`config.mk`:
```
export PLATFORM = sky130hd
export DESIGN_NAME = adder_exec_unit_flat
export DESIGN_NICKNAME = d
export VERILOG_FILES = /design/src/rtl/adder_exec_unit_if.sv /design/src/rtl/adder_exec_unit.sv /design/src/flat_wrapper.sv
export SDC_FILE = /design/constraint.sdc
export NUM_CORES = 1
export LEC_CHECK = 0
export CORE_MARGIN = 4
export CORE_UTILIZATION = 30
export DETAILED_ROUTE_END_ITERATION = 8
export GPL_TIMING_DRIVEN = 0
export PLACE_DENSITY = 0.56
export REMOVE_ABC_BUFFERS = 1
export SKIP_CTS_REPAIR_TIMING = 1
export SLEW_MARGIN = 10
export SYNTH_ARGS = -nofsm -noshare
export SYNTH_HDL_FRONTEND = slang
export SYNTH_SLANG_ARGS = --single-unit
export TNS_END_PERCENT = 10
```
`constraint.sdc`:
```
create_clock -name clk -period 6 [get_ports clk]
set_clock_uncertainty 0.05 [all_clocks]
set_input_delay 1.5 -clock clk [delete_from_list [all_inputs] [get_ports clk]]
set_output_delay 1.5 -clock clk [all_outputs]
set_load 0.1 [all_outputs]
```
`src/rtl/adder_exec_unit_if.sv`:
```
// rtl/adder_exec_unit_if.sv - issue handshake and CDB/branch broadcast bundle
// The unit uses the slave side; the reservation station / CDB fabric uses master.
interface adder_exec_unit_if #(
  parameter int DATA_W = 64,
  parameter int TAG_W  = 4,
  parameter int ROB_W  = 2
);
  logic              in_valid;
  logic              in_ready;
  logic [5:0]        in_opcode;
  logic [DATA_W-1:0] in_a;
  logic [DATA_W-1:0] in_b;
  logic [DATA_W-1:0] in_incr_pc;
  logic [DATA_W-1:0] in_offset;
  logic [TAG_W-1:0]  in_tag;
  logic [ROB_W-1:0]  in_rob;

  logic              cdb_req;
  logic              cdb_grant;
  logic [TAG_W-1:0]  cdb_tag;
  logic [DATA_W-1:0] cdb_data;
  logic [ROB_W-1:0]  cdb_rob;
  logic              br_valid;
  logic              br_taken;
  logic [DATA_W-1:0] br_target;

  modport master (
    output in_valid, in_opcode, in_a, in_b, in_incr_pc, in_offset, in_tag, in_rob,
    output cdb_grant,
    input  in_ready,
    input  cdb_req, cdb_tag, cdb_data, cdb_rob, br_valid, br_taken, br_target
  );

  modport slave (
    input  in_valid, in_opcode, in_a, in_b, in_incr_pc, in_offset, in_tag, in_rob,
    input  cdb_grant,
    output in_ready,
    output cdb_req, cdb_tag, cdb_data, cdb_rob, br_valid, br_taken, br_target
  );
endinterface

```
`src/rtl/adder_exec_unit.sv`:
```
// rtl/adder_exec_unit.sv - two-stage add/sub/beq/jmp unit with CDB writeback
// E1 captures the issued op; W holds the computed result until the CDB grants it.
module adder_exec_unit #(
  parameter int DATA_W = 64,
  parameter int TAG_W  = 4,
  parameter int ROB_W  = 2
) (
  input  logic              clk,
  input  logic              rst_n,
  input  logic              flush,
  adder_exec_unit_if.slave  bus
);
  localparam logic [5:0] OP_ADD = 6'b100000;
  localparam logic [5:0] OP_SUB = 6'b100010;
  localparam logic [5:0] OP_BEQ = 6'b111001;
  localparam logic [5:0] OP_JMP = 6'b011010;

  logic              e1_valid_q;
  logic [5:0]        e1_op_q;
  logic [DATA_W-1:0] e1_a_q, e1_b_q, e1_pc_q, e1_off_q;
  logic [TAG_W-1:0]  e1_tag_q;
  logic [ROB_W-1:0]  e1_rob_q;

  logic              w_valid_q;
  logic [DATA_W-1:0] w_data_q, w_target_q;
  logic [TAG_W-1:0]  w_tag_q;
  logic [ROB_W-1:0]  w_rob_q;
  logic              w_br_valid_q, w_br_taken_q;

  logic [DATA_W-1:0] w_data_d, w_target_d, target;
  logic              w_br_valid_d, w_br_taken_d;

  logic w_free, advance, accept;

  // A grant with W empty is harmless here: W is already free.
  assign w_free      = !w_valid_q || bus.cdb_grant;
  assign advance     = e1_valid_q && w_free;
  assign bus.in_ready = !flush && (!e1_valid_q || w_free);
  assign accept      = bus.in_valid && bus.in_ready;

  assign target = e1_pc_q + (e1_off_q << 2);

  always_comb begin
    w_data_d     = '0;
    w_target_d   = '0;
    w_br_valid_d = 1'b0;
    w_br_taken_d = 1'b0;
    case (e1_op_q)
      OP_ADD: w_data_d = e1_a_q + e1_b_q;
      OP_SUB: w_data_d = e1_a_q - e1_b_q;
      OP_BEQ: begin
        w_br_valid_d = 1'b1;
        w_br_taken_d = (e1_a_q == e1_b_q);
        w_data_d     = w_br_taken_d ? target : e1_pc_q;
        w_target_d   = w_br_taken_d ? target : '0;
      end
      OP_JMP: begin
        w_br_valid_d = 1'b1;
        w_br_taken_d = 1'b1;
        w_data_d     = target;
        w_target_d   = target;
      end
      default: ;
    endcase
  end

  always_ff @(posedge clk or negedge rst_n) begin
    if (!rst_n) begin
      e1_valid_q   <= 1'b0;
      e1_op_q      <= '0;
      e1_a_q       <= '0;
      e1_b_q       <= '0;
      e1_pc_q      <= '0;
      e1_off_q     <= '0;
      e1_tag_q     <= '0;
      e1_rob_q     <= '0;
      w_valid_q    <= 1'b0;
      w_data_q     <= '0;
      w_target_q   <= '0;
      w_tag_q      <= '0;
      w_rob_q      <= '0;
      w_br_valid_q <= 1'b0;
      w_br_taken_q <= 1'b0;
    end else if (flush) begin
      e1_valid_q <= 1'b0;
      w_valid_q  <= 1'b0;
    end else begin
      if (advance) begin
        w_valid_q    <= 1'b1;
        w_data_q     <= w_data_d;
        w_target_q   <= w_target_d;
        w_tag_q      <= e1_tag_q;
        w_rob_q      <= e1_rob_q;
        w_br_valid_q <= w_br_valid_d;
        w_br_taken_q <= w_br_taken_d;
      end else if (w_valid_q && bus.cdb_grant) begin
        w_valid_q <= 1'b0;
      end

      if (accept) begin
        e1_valid_q <= 1'b1;
        e1_op_q    <= bus.in_opcode;
        e1_a_q     <= bus.in_a;
        e1_b_q     <= bus.in_b;
        e1_pc_q    <= bus.in_incr_pc;
        e1_off_q   <= bus.in_offset;
        e1_tag_q   <= bus.in_tag;
        e1_rob_q   <= bus.in_rob;
      end else if (advance) begin
        e1_valid_q <= 1'b0;
      end
    end
  end

  // Stale W contents never leak onto the bus once the slot is empty.
  assign bus.cdb_req   = w_valid_q;
  assign bus.cdb_data  = w_valid_q ? w_data_q : '0;
  assign bus.cdb_tag   = w_valid_q ? w_tag_q : '0;
  assign bus.cdb_rob   = w_valid_q ? w_rob_q : '0;
  assign bus.br_valid  = w_valid_q && w_br_valid_q;
  assign bus.br_taken  = w_valid_q && w_br_taken_q;
  assign bus.br_target = (w_valid_q && w_br_valid_q) ? w_target_q : '0;
endmodule

```
`src/flat_wrapper.sv`:
```
// flat-port wrapper written by rule: the top's interface ports become plain ports
module adder_exec_unit_flat 
#(
  parameter int DATA_W = 64,
  parameter int TAG_W  = 4,
  parameter int ROB_W  = 2
)
  (clk, rst_n, flush, bus_in_valid, bus_in_opcode, bus_in_a, bus_in_b, bus_in_incr_pc, bus_in_offset, bus_in_tag, bus_in_rob, bus_cdb_grant, bus_in_ready, bus_cdb_req, bus_cdb_tag, bus_cdb_data, bus_cdb_rob, bus_br_valid, bus_br_taken, bus_br_target);
  adder_exec_unit_if #(.DATA_W(DATA_W), .TAG_W(TAG_W), .ROB_W(ROB_W)) bus_i ();
  input  logic clk;
  input  logic rst_n;
  input  logic flush;
  input wire logic [$bits(bus_i.in_valid)-1:0] bus_in_valid;
  input wire logic [$bits(bus_i.in_opcode)-1:0] bus_in_opcode;
  input wire logic [$bits(bus_i.in_a)-1:0] bus_in_a;
  input wire logic [$bits(bus_i.in_b)-1:0] bus_in_b;
  input wire logic [$bits(bus_i.in_incr_pc)-1:0] bus_in_incr_pc;
  input wire logic [$bits(bus_i.in_offset)-1:0] bus_in_offset;
  input wire logic [$bits(bus_i.in_tag)-1:0] bus_in_tag;
  input wire logic [$bits(bus_i.in_rob)-1:0] bus_in_rob;
  input wire logic [$bits(bus_i.cdb_grant)-1:0] bus_cdb_grant;
  output wire logic [$bits(bus_i.in_ready)-1:0] bus_in_ready;
  output wire logic [$bits(bus_i.cdb_req)-1:0] bus_cdb_req;
  output wire logic [$bits(bus_i.cdb_tag)-1:0] bus_cdb_tag;
  output wire logic [$bits(bus_i.cdb_data)-1:0] bus_cdb_data;
  output wire logic [$bits(bus_i.cdb_rob)-1:0] bus_cdb_rob;
  output wire logic [$bits(bus_i.br_valid)-1:0] bus_br_valid;
  output wire logic [$bits(bus_i.br_taken)-1:0] bus_br_taken;
  output wire logic [$bits(bus_i.br_target)-1:0] bus_br_target;
  assign bus_i.in_valid = bus_in_valid;
  assign bus_i.in_opcode = bus_in_opcode;
  assign bus_i.in_a = bus_in_a;
  assign bus_i.in_b = bus_in_b;
  assign bus_i.in_incr_pc = bus_in_incr_pc;
  assign bus_i.in_offset = bus_in_offset;
  assign bus_i.in_tag = bus_in_tag;
  assign bus_i.in_rob = bus_in_rob;
  assign bus_i.cdb_grant = bus_cdb_grant;
  assign bus_in_ready = bus_i.in_ready;
  assign bus_cdb_req = bus_i.cdb_req;
  assign bus_cdb_tag = bus_i.cdb_tag;
  assign bus_cdb_data = bus_i.cdb_data;
  assign bus_cdb_rob = bus_i.cdb_rob;
  assign bus_br_valid = bus_i.br_valid;
  assign bus_br_taken = bus_i.br_taken;
  assign bus_br_target = bus_i.br_target;
  adder_exec_unit #(.DATA_W(DATA_W), .TAG_W(TAG_W), .ROB_W(ROB_W)) u_core (.clk(clk), .rst_n(rst_n), .flush(flush), .bus(bus_i));
endmodule
```
==> results of run 1 <==
==> placed cells by master, fill, tap and decap left out, types with 12 or more instances in the layout <==
cell and count:
ha_1 187, and3_1 78, nor2_1 203, a21o_1 58
clkdlybuf4s50_1 407, a221oi_1 30, a222oi_1 15, nand2_1 316
o21a_1 18, and2_1 84, dfrtp_1 401, o21ai_1 21
a21oi_1 263, mux2_2 269, nand3_1 52, clkinv_2 12
clkbuf_16 51, buf_4 12, o21ai_0 166, xnor2_1 102
nor2b_1 20, a31oi_1 28, nand4_1 38, a22oi_1 14
nor4_1 29, buf_16 14, a211oi_1 13, xor2_1 29
o21bai_1 41, o211ai_1 21, nand2b_1 21, inv_1 144
o31ai_1 37, nor3_1 47
==> flip-flops by register name (all words and copies together) (netlist names) <==
register and count:
u_core.e1_a_q 64, u_core.e1_b_q 64, u_core.e1_pc_q 64, u_core.w_data_q 64
u_core.w_target_q 64, u_core.e1_off_q 62, u_core.e1_op_q 6, u_core.e1_tag_q 4
u_core.w_tag_q 4, u_core.e1_rob_q 2, u_core.w_rob_q 2, u_core.bus.cdb_req 1
u_core.e1_valid_q 1, u_core.w_br_taken_q 1, u_core.w_br_valid_q 1
==> path summary, 6_finish.rpt <==
check	slack, ns	end	cells past startpoint	startpoint
min in group asynchronous	0.71	u_core.e1_b_q[16]	1	rst_n
max in group asynchronous	3.49	u_core.e1_pc_q[50]	4	rst_n
setup / recovery	0.90	bus_in_ready	4	bus_cdb_grant
hold reg to reg	0.41	u_core.w_target_q[24]	2	u_core.w_target_q[24]
hold / removal	0.41	u_core.w_target_q[24]	2	u_core.w_target_q[24]
setup reg to reg	1.26	u_core.w_target_q[24]	12	u_core.e1_b_q[51]
==> critical path: stages <==
cell,delay [ns]
clkdlybuf4s50_1,0.45
nor2b_1,0.08
a21oi_1,0.30
clkdlybuf4s50_1,1.21
==> logic make-up (layout without fill, tap and decap cells) <==
kind of cell / count (synthesis) / in the layout
adder cells (fa/ha/maj): 190 / 190
multiplexers: 280 / 280
AO/OA/AOI/OAI: 847 / 847
other: 0 / 8
XOR/XNOR: 131 / 131
buffers and inverters: 344 / 687
flip-flops: 404 / 404
AND/OR/NAND/NOR: 945 / 945
==> power by group through the flow <==
stage	logic, uW	registers, uW	clock network (uW)
after floorplan	3420	3280	0
final	5010	3380	3260
after CTS	4940	3380	3340
after global placement	4960	3450	0
after global routing	5460	3420	3440
after detailed placement	4920	3430	0
==> through the flow <==
stage,instance area (um^2),cells,hold WS (ns),TNS [ns],power (uW)
3_3_place_gp,33100,4612,0.394,-9225.67,8400
3_5_place_dp,33700,4644,0.398,0,8350
5_1_grt,35500,4745,0.443,0,12300
6_report,35500,4746,0.409,0,11700
2_1_floorplan,27500,2950,0.382,-1323.48,6700
4_1_cts,35500,4738,0.412,0,11700
==> final cells by class <==
class | count | area, um^2 | share of cell area [%]
flip-flops and latches | 404 | 10100 | 28.5
multi-input cells | 2393 | 16800 | 47.4
inverters | 153 | 574 | 1.62
well taps | 1254 | 1570 | 4.42
clock inverters | 24 | 305 | 0.859
clock buffers | 70 | 1450 | 4.08
diodes | 8 | 20.0 | 0.0564
repair buffers | 440 | 4660 | 13.1
==> metal layers <==
layer	vias up	GRT usage, %
li1	11900	-
met1	12400	29.1
met2	768	33.4
met3	161	3.92
met4	2	8.54
met5	-	0
==> results.yml, run 1 <==
status:
  status: "finished clean"
sta:
  slew_headroom_pct: 21.9
  tightest_slew_ns: 1.17
  post-route-period-util_pct: 85.0
  hold_viol: 0
  worst_slack_ns: 0.900
  fmax_mhz: 196
  setup_violations: 0
  fin_crit_ns: 5.10
  rsz0062_at_grt: "false"
  slew_viol_final: 0
route:
  drt_iter0_drc: 2158
  top_layer_used: "met5"
  wl_met1_um: 49000
  drt_first_pass_iters: 6
  routedWlPerCell_um: 23.0
  wl_met3_um: 6800
  vias_per_cell: 5.32
  drcViolationCount: 0
  ant_nets: 0
  wl_um: 109000
  met2_length_um: 49200
  dr_total_vias: 25200
logic_synthesis:
  netlist_area_um2: 28200
  synth.largest_area_cell: "dfrtp_1"
  synth-simple-area-share_pct: 16.2
  synth_cell_types: 92
  synth-seq-cells: 404
  synth-edff-count: 0
  syn_avg_cell_area_um2: 8.99
  synth_compound_area_share_pct: 19.6
  synthAdderAreaFrac_pct: 8.50
  yosys-top-cells-count: "404 x dfrtp_1, 317 x nand2_1, 269 x mux2_2"
  ys_top_cells_by_area: "dfrtp_1 36%, mux2_2 11%, ha_1 8.3%, a21oi_1 4.7%, nand2_1 4.2%"
  synth_top_area_share_pct: 35.8
  ys_seq_area_share_pct: 35.8
  synth_mux_area_share_pct: 11.1
  synth_top_family_by_area: "compound AO/OA/AOI/OAI gates"
  synthArstFlopShare_pct: 100
  yosysMostFrequentCell: "dfrtp_1"
  synth.yosys.warnings: 0
  syn_inst: 3141
  synth_flop_cell: "dfrtp_1"
  synth_xor_area_share_pct: 4.06
clock_tree:
  h-tree-depth: 2
  cts_tree: "yes"
  insertion_delay_ns: 0.63
  clock_sinks: 404
  cts_buffers: 50
  clk_path_buf_depth: 3
  root_buffer: "clkbuf_16"
  clkTransAtPathRegs_ns: 0.06
critical_path:
  cp.required_ns: 4.45
  endpoint_kind: "primary output"
  critPathKind: "in -> out"
  worstSetupStartpointType: "input pin"
  path_max_fanout: 5
  arrival_ns: 3.55
layout:
  area_delta_synth_final_pct: 25.8
  final_layout_size_suffix_gt1_share_pct: 12.8
  finish.utilization_pct: 38.1
  nFillCells: 9487
  fin_nets: 3905
pwr:
  p_int_uw: 6910
  clock_power_share_pct: 28.0
  ir_drop_v: 0.000210
  power.density_nw_per_um2: 328
  p_leak_uw: 0.0152
  seqPwrFrac_pct: 29.0
  p_switching_uw: 4740
  sw_frac_of_total_pct: 40.7
  comb_power_share_pct: 43.0
grt:
  grt_max_degree: 103
  globalRouteOverflowTotal: 0
  antenna_found_initial: 9
  grt_pass1_wl_um: 162000
  grt_pass1_vias: 25300
  grt_use_total_pct: 21.4
floorplanning:
  die_y_um: 315
  initial_utilization_pct: 30.2
  row_count: 112
  die_area_um2: 99100
  coreArea_um2: 93300
  boundaryPins: 411
  die_w_um: 315
run:
  maxCapViolCount: 0
placement:
  io_buffer_count: 408
  place_congestion: 0.903
  dp_hpwl_um: 85900
  dp_slack_ns: 0.764
worst_hold_path:
  min_path_type: "reg -> reg"
Power figures use the tool's default switching activity.
==> run 2: changes to the inputs <==
Clock period 6 ns to 4.9 ns, I/O delays scaled along.
==> results.yml, run 2 (synthesized netlist as in run 1, its figures left out) <==
clock_tree:
  h-tree-depth: 2
  clkTransAtPathRegs_ns: 0.06
  cts_buffers: 50
  clk_path_buf_depth: 3
  cts_tree: "yes"
  root_buffer: "clkbuf_16"
  clock_sinks: 404
  insertion_delay_ns: 0.63
critical_path:
  cp.required_ns: 3.62
  path_max_fanout: 76
  cp-startpoint: "u_core.bus.cdb_req"
  worstSetupStartpointType: "flop"
  arrival_ns: 3.43
  regToRegStartpoint: "u_core.e1_op_q[1]"
  critPathKind: "reg -> out"
  endpoint_kind: "primary output"
layout:
  final_layout_size_suffix_gt1_share_pct: 12.8
  area_delta_synth_final_pct: 25.9
  fin_nets: 3905
  layout_commonest_cell: "clkdlybuf4s50_1"
  final_cell_mix: "407 x clkdlybuf4s50_1, 401 x dfrtp_1, 316 x nand2_1"
route:
  vias_per_cell: 5.32
  drt_first_pass_iters: 6
  ant_nets: 0
  wl_um: 109000
  drt_iter0_drc: 2088
  dr_total_vias: 25300
  drcViolationCount: 0
  routedWlPerCell_um: 23.0
pwr:
  ir_drop_v: 0.000258
  power.density_nw_per_um2: 402
  p_leak_uw: 0.0152
grt:
  grt_max_degree: 103
  grt_pass1_vias: 25300
  grt_use_total_pct: 21.4
  antenna_found_initial: 9
  globalRouteOverflowTotal: 0
  grt_pass1_wl_um: 162000
floorplanning:
  die_w_um: 315
  row_count: 112
  coreArea_um2: 93300
  initial_utilization_pct: 30.2
  die_area_um2: 99100
  die_y_um: 315
  boundaryPins: 411
sta:
  tightest_slew_ns: 1.16
  hold_viol: 0
  final.setup.tns_ns: 0
  slew_headroom_pct: 22.4
  fmax_mhz: 212
  fin_crit_ns: 4.71
  setup_violations: 0
  post-route-period-util_pct: 96.1
  worst_slack_ns: 0.193
  rsz0062_at_grt: "false"
  slew_viol_final: 0
placement:
  dp_slack_ns: -0.0614
  place_congestion: 0.903
  dp_hpwl_um: 85900
  io_buffer_count: 408
worst_hold_path:
  min_path_type: "reg -> reg"
  worstHoldStart: "u_core.w_target_q[24]"
run:
  maxCapViolCount: 0
status:
  status: "finished clean"
run 2: worst max-delay path, cell delays in order, from the launching register on:
cell and delay, ns:
dfrtp_4 0.82, buf_16 0.31, and2_1 0.37, clkdlybuf4s50_1 1.20
run 2: metal layers:
| metal | wire length [um] | GRT usage, % |
|---|---|---|
| met4 | 4360 | 8.54 |
| met5 | 8 | 0 |
| met2 | 49000 | 33.4 |
| met1 | 49100 | 29.1 |
| met3 | 6850 | 3.92 |
run 2: power breakdown:
part	switching, uW	leakage [uW]	internal (uW)
Sequential	404	0.00501	3740
Clock	1610	0.000866	2380
Combinational	3790	0.00928	2340
run 2: path summary, 6_finish.rpt:
check	cells past startpoint	endpoint	slack [ns]
max reg2reg	11	u_core.w_data_q[61]	0.29
min reg2reg	2	u_core.w_target_q[24]	0.41
min in group asynchronous	1	u_core.e1_b_q[16]	0.43
min	2	u_core.w_target_q[24]	0.41
max in group asynchronous	4	u_core.e1_pc_q[50]	2.66
max	3	bus_cdb_data[36]	0.19
run 2: layout make-up:
cell class | count | area (um^2)
Fill cell | 9487 | 57800
Multi-Input combinational cell | 2393 | 16800
Sequential cell | 404 | 10100
Timing Repair Buffer | 440 | 4660
Tap cell | 1254 | 1570
Clock buffer | 70 | 1450
Inverter | 153 | 574
Clock inverter | 24 | 305
Antenna cell | 9 | 22.5
run 2: through the flow:
stage | std cells | hold slack [ns] | area [um^2] | power (uW) | utilization [%]
2_1_floorplan | 2950 | 0.382 | 27500 | 8210 | -
3_3_place_gp | 4612 | 0.394 | 33100 | 10300 | 35.5
3_5_place_dp | 4644 | 0.398 | 33700 | 10200 | 36.2
4_1_cts | 4738 | 0.412 | 35500 | 14300 | 38.0
5_1_grt | 4745 | 0.430 | 35500 | 15100 | 38.1
6_report | 4747 | 0.410 | 35500 | 14300 | 38.1
==> run 3: changes to the inputs <==
Settings changed: CAP_MARGIN set to 20, MAX_ROUTING_LAYER set to met4.
==> results.yml, run 3 (synthesized netlist as in run 1, its figures left out) <==
pwr:
  p_switching_uw: 5830
  p_leak_uw: 0.0151
  clock_power_share_pct: 27.3
  p_int_uw: 8310
  comb_power_share_pct: 43.4
  seqPwrFrac_pct: 29.3
  ir_drop_v: 0.000273
  sw_frac_of_total_pct: 41.2
  power.density_nw_per_um2: 399
floorplanning:
  die_y_um: 315
  die_area_um2: 99100
  row_count: 112
  die_w_um: 315
  initial_utilization_pct: 30.2
  boundaryPins: 411
  coreArea_um2: 93300
critical_path:
  worstSetupStartpointType: "flop"
  cp.required_ns: 3.62
  arrival_ns: 3.42
  worstPathCellList: "buf_16, and2_1, clkdlybuf4s50_1"
  crit_buf_inv: 2
  endpoint_kind: "primary output"
  crit_family: "buffers and inverters"
  critPathKind: "reg -> out"
  r2r_setup_slack_ns: 0.35
  path_max_fanout: 82
  cpPeakStageDelay_ns: 1.21
  cp_slowest_cell: "clkdlybuf4s50_1"
route:
  routedWlPerCell_um: 23.1
  vias_per_cell: 5.31
  dr_total_vias: 25200
  drcViolationCount: 0
  drt_first_pass_iters: 6
  drt_iter0_drc: 2074
  wl_um: 110000
  ant_nets: 0
clock_tree:
  insertion_delay_ns: 0.64
  h-tree-depth: 2
  clock_sinks: 404
  cts_tree: "yes"
  clk_path_buf_depth: 3
  clkTransAtPathRegs_ns: 0.06
  cts_buffers: 50
  root_buffer: "clkbuf_16"
sta:
  worst_slack_ns: 0.202
  post-route-period-util_pct: 95.9
  slew_headroom_pct: 24.7
  fin_crit_ns: 4.70
  hold_viol: 0
  rsz0062_at_grt: "false"
  setup_violations: 0
  fmax_mhz: 213
  slew_viol_final: 0
  tightest_slew_ns: 1.13
layout:
  final_cell_mix: "407 x clkdlybuf4s50_1, 401 x dfrtp_1, 316 x nand2_1"
  layout_commonest_cell: "clkdlybuf4s50_1"
  area_delta_synth_final_pct: 25.6
  final_cells: 4744
  fin_nets: 3905
  finish.utilization_pct: 38.0
  final_layout_size_suffix_gt1_share_pct: 12.9
grt:
  grt_use_total_pct: 22.0
  grt_pass1_vias: 25000
  grt_max_degree: 101
  antenna_found_initial: 6
  grt_pass1_wl_um: 162000
  globalRouteOverflowTotal: 0
placement:
  dp_slack_ns: -0.0221
  dpl.cell_count: 4644
  dp_hpwl_um: 86200
  place_congestion: 0.921
  io_buffer_count: 408
run:
  maxCapViolCount: 0
status:
  status: "finished clean"
worst_hold_path:
  min_path_type: "in -> async"
## run 3: worst paths after layout
kind,end,cells past startpoint,start
setup / recovery,bus_cdb_data[39],3,u_core.bus.cdb_req
hold / removal,u_core.e1_a_q[12],1,rst_n
setup reg to reg,u_core.w_data_q[61],11,u_core.e1_op_q[1]
hold reg to reg,u_core.w_tag_q[1],2,u_core.e1_tag_q[1]
max in group asynchronous,u_core.e1_pc_q[49],3,rst_n
min in group clk,u_core.w_tag_q[1],2,u_core.e1_tag_q[1]
## run 3: routing by layer
| layer | GRT usage (%) | vias up | share of wire [%] |
|---|---|---|---|
| met5 | - | - | 0 |
| met4 | 6.42 | 0 | 3.2 |
| met3 | 2.71 | 140 | 5.1 |
| met2 | 34.7 | 708 | 46 |
| met1 | 29.8 | 12400 | 46 |
| li1 | - | 11900 | - |
## run 3: final cells by class
| type | instances | area [um^2] |
|---|---|---|
| Clock buffer | 70 | 1450 |
| Timing Repair Buffer | 440 | 4650 |
| Sequential cell | 404 | 10100 |
| Clock inverter | 24 | 256 |
| Multi-Input combinational cell | 2393 | 16800 |
| Inverter | 153 | 574 |
| Antenna cell | 6 | 15.0 |
| Fill cell | 9583 | 57900 |
| Tap cell | 1254 | 1570 |
## run 3: power groups by stage
| stage | Clock [uW] | Sequential [uW] | Combinational, uW |
|---|---|---|---|
| floorplan | 0 | 4020 | 4180 |
| global placement | 0 | 4220 | 6090 |
| detailed placement | 0 | 4200 | 6030 |
| CTS | 3970 | 4140 | 6060 |
| global route | 4080 | 4190 | 6670 |
| finish | 3850 | 4140 | 6140 |
## run 3: through the flow
| step | hold WS (ns) | instance area [um^2] | total power (uW) | TNS [ns] |
|---|---|---|---|---|
| 6_report | 0.367 | 35500 | 14100 | 0 |
| 5_1_grt | 0.349 | 35500 | 14900 | 0 |
| 4_1_cts | 0.321 | 35400 | 14200 | 0 |
| 3_5_place_dp | 0.393 | 33700 | 10200 | -0.0221 |
| 3_3_place_gp | 0.394 | 33100 | 10300 | - |
| 2_1_floorplan | 0.382 | 27500 | 8210 | -1671.09 |
## run 3: worst reg2reg max path, delay by kind of cell, from the launching register on
kind / cells / cell delay, ns
flops: 1 / 0.57
buf+inv: 2 / 1.05
simple gates: 6 / 2.30
compound gates: 3 / 0.47
